## src/rtl/bomberman_pkg.sv

```systemverilog
// Shared definitions for the bomberman draw sequencer: stage geometry,
// counter widths and the state encodings of the frame FSM and copy handshake.
package bomberman_pkg;

  localparam int STAGE_DIM = 11;
  localparam int NUM_TILES = STAGE_DIM * STAGE_DIM;
  localparam int TILE_W    = 7;
  localparam int OVR_W     = 8;

  typedef enum logic [2:0] {
    ST_INIT_TILES   = 3'd0,
    ST_WAIT_FRAME   = 3'd1,
    ST_ERASE_P1     = 3'd2,
    ST_ERASE_P2     = 3'd3,
    ST_MOVE         = 3'd4,
    ST_DRAW_P1      = 3'd5,
    ST_DRAW_P2      = 3'd6,
    ST_REDRAW_TILES = 3'd7
  } state_t;

  // ISSUE: selects low, go fires next cycle. GO: one-cycle go. WAIT: hold for finish.
  typedef enum logic [1:0] {
    HS_ISSUE = 2'd0,
    HS_GO    = 2'd1,
    HS_WAIT  = 2'd2
  } hs_phase_t;

endpackage

```

## src/rtl/draw_handshake.sv

```systemverilog
// One go/finished exchange with the copy unit: go pulses the cycle after the
// owner becomes active, then the selects are held until copy_finished is seen.
module draw_handshake
  import bomberman_pkg::*;
(
  input  logic clock,
  input  logic reset,
  input  logic active,
  input  logic copy_finished,
  output logic go,
  output logic hold,
  output logic done
);

  hs_phase_t phase, phase_next;

  always_ff @(posedge clock or posedge reset) begin
    if (reset) phase <= HS_ISSUE;
    else       phase <= phase_next;
  end

  // A finish is honoured only in WAIT, so stray pulses elsewhere are dropped.
  always_comb begin
    phase_next = phase;
    go         = 1'b0;
    hold       = 1'b0;
    done       = 1'b0;
    case (phase)
      HS_ISSUE: if (active) phase_next = HS_GO;
      HS_GO: begin
        go         = 1'b1;
        hold       = 1'b1;
        phase_next = HS_WAIT;
      end
      HS_WAIT: begin
        hold = 1'b1;
        if (copy_finished) begin
          done       = 1'b1;
          phase_next = HS_ISSUE;
        end
      end
      default: phase_next = HS_ISSUE;
    endcase
  end

endmodule

```

## src/rtl/bomberman_draw_sequencer.sv

```systemverilog
// Frame-level draw controller: paints the stage after reset, then erases, moves
// and redraws both players every frame. BOMBERMAN_FULL_REDRAW_EN swaps the erases for a full tile redraw.
module bomberman_draw_sequencer
  import bomberman_pkg::*;
(
  input  logic              clock,
  input  logic              reset,
  input  logic              frame_tick,
  input  logic              copy_finished,
  output logic              copy_go,
  output logic              draw_t,
  output logic              draw_p1,
  output logic              draw_p2,
  output logic              erase,
  output logic [TILE_W-1:0] tile_index,
  output logic              p1_move_en,
  output logic              p2_move_en,
  output logic              busy,
  output logic [OVR_W-1:0]  frame_overruns
);

`ifdef BOMBERMAN_FULL_REDRAW_EN
  localparam state_t FRAME_FIRST = ST_REDRAW_TILES;
`else
  localparam state_t FRAME_FIRST = ST_ERASE_P1;
`endif

  state_t state, state_next;
  logic   tile_state, hs_active, hs_go, hs_hold, hs_done;
  logic   last_tile, tick_taken, pending;

  assign tile_state = (state == ST_INIT_TILES) || (state == ST_REDRAW_TILES);
  assign hs_active  = tile_state || (state == ST_ERASE_P1) || (state == ST_ERASE_P2) ||
                      (state == ST_DRAW_P1) || (state == ST_DRAW_P2);
  assign last_tile  = (tile_index == TILE_W'(NUM_TILES - 1));
  assign tick_taken = (state == ST_WAIT_FRAME) && (frame_tick || pending);

  draw_handshake u_handshake (
    .clock         (clock),
    .reset         (reset),
    .active        (hs_active),
    .copy_finished (copy_finished),
    .go            (hs_go),
    .hold          (hs_hold),
    .done          (hs_done)
  );

  always_ff @(posedge clock or posedge reset) begin
    if (reset) state <= ST_INIT_TILES;
    else       state <= state_next;
  end

  always_comb begin
    state_next = state;
    copy_go    = hs_go;
    draw_t     = 1'b0;
    draw_p1    = 1'b0;
    draw_p2    = 1'b0;
    erase      = 1'b0;
    p1_move_en = 1'b0;
    p2_move_en = 1'b0;
    case (state)
      ST_INIT_TILES: begin
        draw_t = hs_hold;
        if (hs_done && last_tile) state_next = ST_WAIT_FRAME;
      end
      ST_WAIT_FRAME: if (tick_taken) state_next = FRAME_FIRST;
      ST_ERASE_P1: begin
        draw_p1 = hs_hold;
`ifndef BOMBERMAN_FULL_REDRAW_EN
        erase   = hs_hold;
`endif
        if (hs_done) state_next = ST_ERASE_P2;
      end
      ST_ERASE_P2: begin
        draw_p2 = hs_hold;
`ifndef BOMBERMAN_FULL_REDRAW_EN
        erase   = hs_hold;
`endif
        if (hs_done) state_next = ST_MOVE;
      end
      ST_MOVE: begin
        p1_move_en = 1'b1;
        p2_move_en = 1'b1;
        state_next = ST_DRAW_P1;
      end
      ST_DRAW_P1: begin
        draw_p1 = hs_hold;
        if (hs_done) state_next = ST_DRAW_P2;
      end
      ST_DRAW_P2: begin
        draw_p2 = hs_hold;
        if (hs_done) state_next = ST_WAIT_FRAME;
      end
      ST_REDRAW_TILES: begin
        draw_t = hs_hold;
        if (hs_done && last_tile) state_next = ST_MOVE;
      end
      default: state_next = ST_INIT_TILES;
    endcase
  end

  // busy is registered so it reads 0 while reset is applied.
  always_ff @(posedge clock or posedge reset) begin
    if (reset) begin
      busy           <= 1'b0;
      tile_index     <= '0;
      pending        <= 1'b0;
      frame_overruns <= '0;
    end else begin
      busy <= (state_next != ST_WAIT_FRAME);
      if (tile_state && hs_done) tile_index <= last_tile ? '0 : tile_index + 1'b1;
      if (tick_taken) begin
        pending <= 1'b0;
      end else if (frame_tick && (state != ST_WAIT_FRAME)) begin
        if (!pending)                  pending        <= 1'b1;
        else if (frame_overruns != '1) frame_overruns <= frame_overruns + 1'b1;
      end
    end
  end

endmodule

```

## config.mk

```make
export PLATFORM = sky130hd
export DESIGN_NAME = bomberman_draw_sequencer
export DESIGN_NICKNAME = d
export VERILOG_FILES = /design/src/rtl/bomberman_pkg.sv /design/src/rtl/draw_handshake.sv /design/src/rtl/bomberman_draw_sequencer.sv
export SDC_FILE = /design/constraint.sdc
export NUM_CORES = 1
export LEC_CHECK = 0
export BUFFER_PORTS_ARGS = -buffer_cell sky130_fd_sc_hd__buf_2
export CAP_MARGIN = 5
export CORE_ASPECT_RATIO = 1.5
export CORE_MARGIN = 2
export CORE_UTILIZATION = 54
export DETAILED_ROUTE_END_ITERATION = 16
export HOLD_SLACK_MARGIN = 0.06
export MAX_ROUTING_LAYER = met4
export PLACE_DENSITY = 0.79
export SLEW_MARGIN = 5
export SYNTH_ARGS = -nofsm -noshare
export SYNTH_HDL_FRONTEND = slang
export SYNTH_SLANG_ARGS = --single-unit
```

## constraint.sdc

```tcl
create_clock -name clock -period 1.77 [get_ports clock]
set_input_delay 0.0885 -clock clock [delete_from_list [all_inputs] [get_ports clock]]
set_output_delay 0.0885 -clock clock [all_outputs]
set_load 0.05 [all_outputs]
```

==> flow_metrics.tcl <==
set metrics [dict create \
    outcome "finished, final reports clean" \
    crit_required_ns 1.68 \
    ys_warn_count 0 \
    synth.yosys.seq_area_share 0.408 \
    power_density_nw_per_um2 1800 \
    rr_worst_depth 6 \
    cap_violations 0 \
    crit_arrival_ns 1.61 \
    routabilityCongestion 0.902 \
    final_common_cell "buf_2" \
    grt_pass1_wl_um 5250 \
    r2r_slack_ns 0.09 \
    vias 1224 \
    wl_per_cell_um 15.3 \
    fillers 191 \
    startpoint_type "flip-flop" \
    power_switching_uw 1580 \
    synth.distinct_cells 46 \
    drc_errors 0 \
    p_leak_uw 0.000759 \
    start_util 0.557 \
    multi_input_area_um2 778 \
    rows 22 \
    post_dp_cell_area_um2 1540 \
    syn2layout_area_growth_pct 22.5 \
    cp_slowest_stage_delay_ns 0.48 \
    internal-power_uw 1400 \
    cts_buffers 3 \
    p_total_uw 2980 \
    design_area_um2 1650 \
    finalSetupViolCount 0 \
    drt_wl_total_um 3070 \
    ys_seq_elements 22 \
    hold_ws_ns 0.0759 \
    path_depth 4 \
    slew_headroom 0.756 \
    drv_slew 0 \
    tns_ns 0 \
    synth_edf_count 0 \
    drt_iter0_markers 39 \
    cts-htree-levels 1 \
    ir_drop_mv 1.42 \
    dieHeight_um 65.2 \
    antenna_found_initial 0 \
    seq_area_um2 558 \
    min-delay-start "frame_tick" \
    dp_cells 191 \
    crit_type "reg -> out" \
    cts.sinks 22 \
    syn_area_per_cell_um2 9.64 \
    drt_first_pass_iters 4 \
    hold_class "in -> reg" \
    layout.nets 188 \
    hold_viol_final 0 \
    swShare 0.531 \
    critPathLaunch "state[2]" \
    crit_buf_inv 1 \
    cts_tree "built" \
    combPwrFrac 0.611 \
    crit_path_top_delay_cell "dfrtp_2" \
    coreArea_um2 2420 \
    ys.flop_type "dfrtp_1" \
    fmax_mhz 588 \
    viasPerCell 6.12 \
    io_pins 27 \
    worstPathMaxFanout 8 \
    first_global_vias 1199 \
    p_seq_frac 0.297 \
    clk_path_buf_depth 2 \
    final_cells 200 \
    port-buffer-count 26 \
    finalCritPeriodShare 0.961 \
    cp-end-kind "primary output" \
    crit_family "flip-flops" \
    layout_common_cells "buf_2, dfrtp_1, nand2_1" \
    r2r-end "state[0]" \
    post-route-min-period_ns 1.70 \
    hpwl_um 2290 \
    syn_area_um2 1350 \
    gr-total-overflow 0 \
    num_antenna_cells 0 \
    endpoint "draw_t" \
    worst_slew_pin_slew_ns 0.365 \
    syn_nets 151 \
    die_w_um 44.8 \
    die_area_um2 2920 \
    synth_top_area_cell "dfrtp_1" \
    finalClockSkew_ns 0.00939 \
    clkSlewWorstSetupHoldPaths_ns 0.12 \
    crit_chain "or2_1, o21ai_4, and2_1, buf_4" \
    syn_inst 140 \
    drive_gt1_frac 0.347 \
    clkLatencyLatePin_ns 0.31 \
    grt_max_degree 23 \
    synthDominantCellAreaShare 0.408 \
    clkPwrFrac 0.092 \
    synth_area_leaders "dfrtp_1, ha_1, mux2_1" \
    r2r_start "tile_index[0]" \
    cts_root_buf "clkbuf_4" \
    async_flop_share 1.00 \
    grtUsageTotal 0.247 \
    antenna_left 0 \
]
per-layer routing:
| metal | track usage | vias up | part of all wire |
|---|---|---|---|
| met1 | 0.246 | 606 | 0.35 |
| li1 | - | 577 | - |
| met2 | 0.462 | 36 | 0.59 |
| met3 | 0.0357 | 5 | 0.038 |
| met5 | - | - | 0 |
| met4 | 0.0956 | 0 | 0.015 |
repair_timing:
item                       CTS  global route
setup endpoints to repair    2             8
setup buffers                1             3
hold endpoints to repair    22             0
resized for setup            4             8
hold buffers                 1             0
pin swaps                    1             2
registers in the layout, indices dropped and copies added, names as in the netlist:
signal             cells
frame_overruns         8
tile_index             7
u_handshake.phase      2
pending                1
busy                   1
state                  3
Yosys cell counts (3+ instances only):
master    instances
nand3_1           6
a21oi_1           5
mux2_2            3
clkbuf_1          3
and2_1            3
nor2_1            8
nand2b_1          3
ha_1              7
nand2_1          14
inv_1             7
o21ai_1           4
xnor2_1           3
mux2_1            6
dfrtp_1          22
nand4_1           4
o21ai_0           6
o21a_1            3
worst min-delay path, stage by stage:
cell and delay, ns:
buf_2 0.09, nor2_1 0.07, a21oi_1 0.11
final cells by class:
cell class | count | share of cell area
Multi-Input combinational cell | 106 | 0.470
Tap cell | 24 | 0.0182
Sequential cell | 22 | 0.337
Inverter | 7 | 0.0159
Timing Repair Buffer | 37 | 0.136
Clock buffer | 4 | 0.0219
kinds of logic (layout without fill, tap and decap cells):
logic type | after synthesis | in the layout | share of synthesized area
DFF | 22 | 22 | 0.408
muxes | 9 | 9 | 0.0751
xor gates and xnor gates | 4 | 4 | 0.0260
AOI/OAI and AO/OA | 34 | 34 | 0.176
adders and majority gates | 7 | 7 | 0.0649
buffers and inverters | 12 | 48 | 0.0371
and+or+nand+nor | 52 | 52 | 0.213
power groups by stage:
stage	clock network [uW]	registers (uW)	logic, uW
CTS	282	890	1740
detailed placement	0	897	1680
finish	274	887	1820
global placement	0	878	1640
global route	310	916	1960
floorplan	0	1160	1010
per-stage QoR:
step / utilization / worst slack [ns]
after floorplan: - / 0.0125
after global placement: 0.636 / 0.142
after detailed placement: 0.636 / 0.0529
after CTS: 0.664 / 0.0200
after global routing: 0.683 / -0.0108
final: 0.683 / 0.0697
how the worst min path moves through the flow:
stage	end	slack, ns	cells after the start
floorplan	busy	0.08	1
global placement	frame_overruns[1]	0.13	3
detailed placement	frame_overruns[2]	0.14	3
CTS	pending	0.07	3
global route	pending	0.09	3
finish	pending	0.08	3
(Power assumes the default switching activity.)
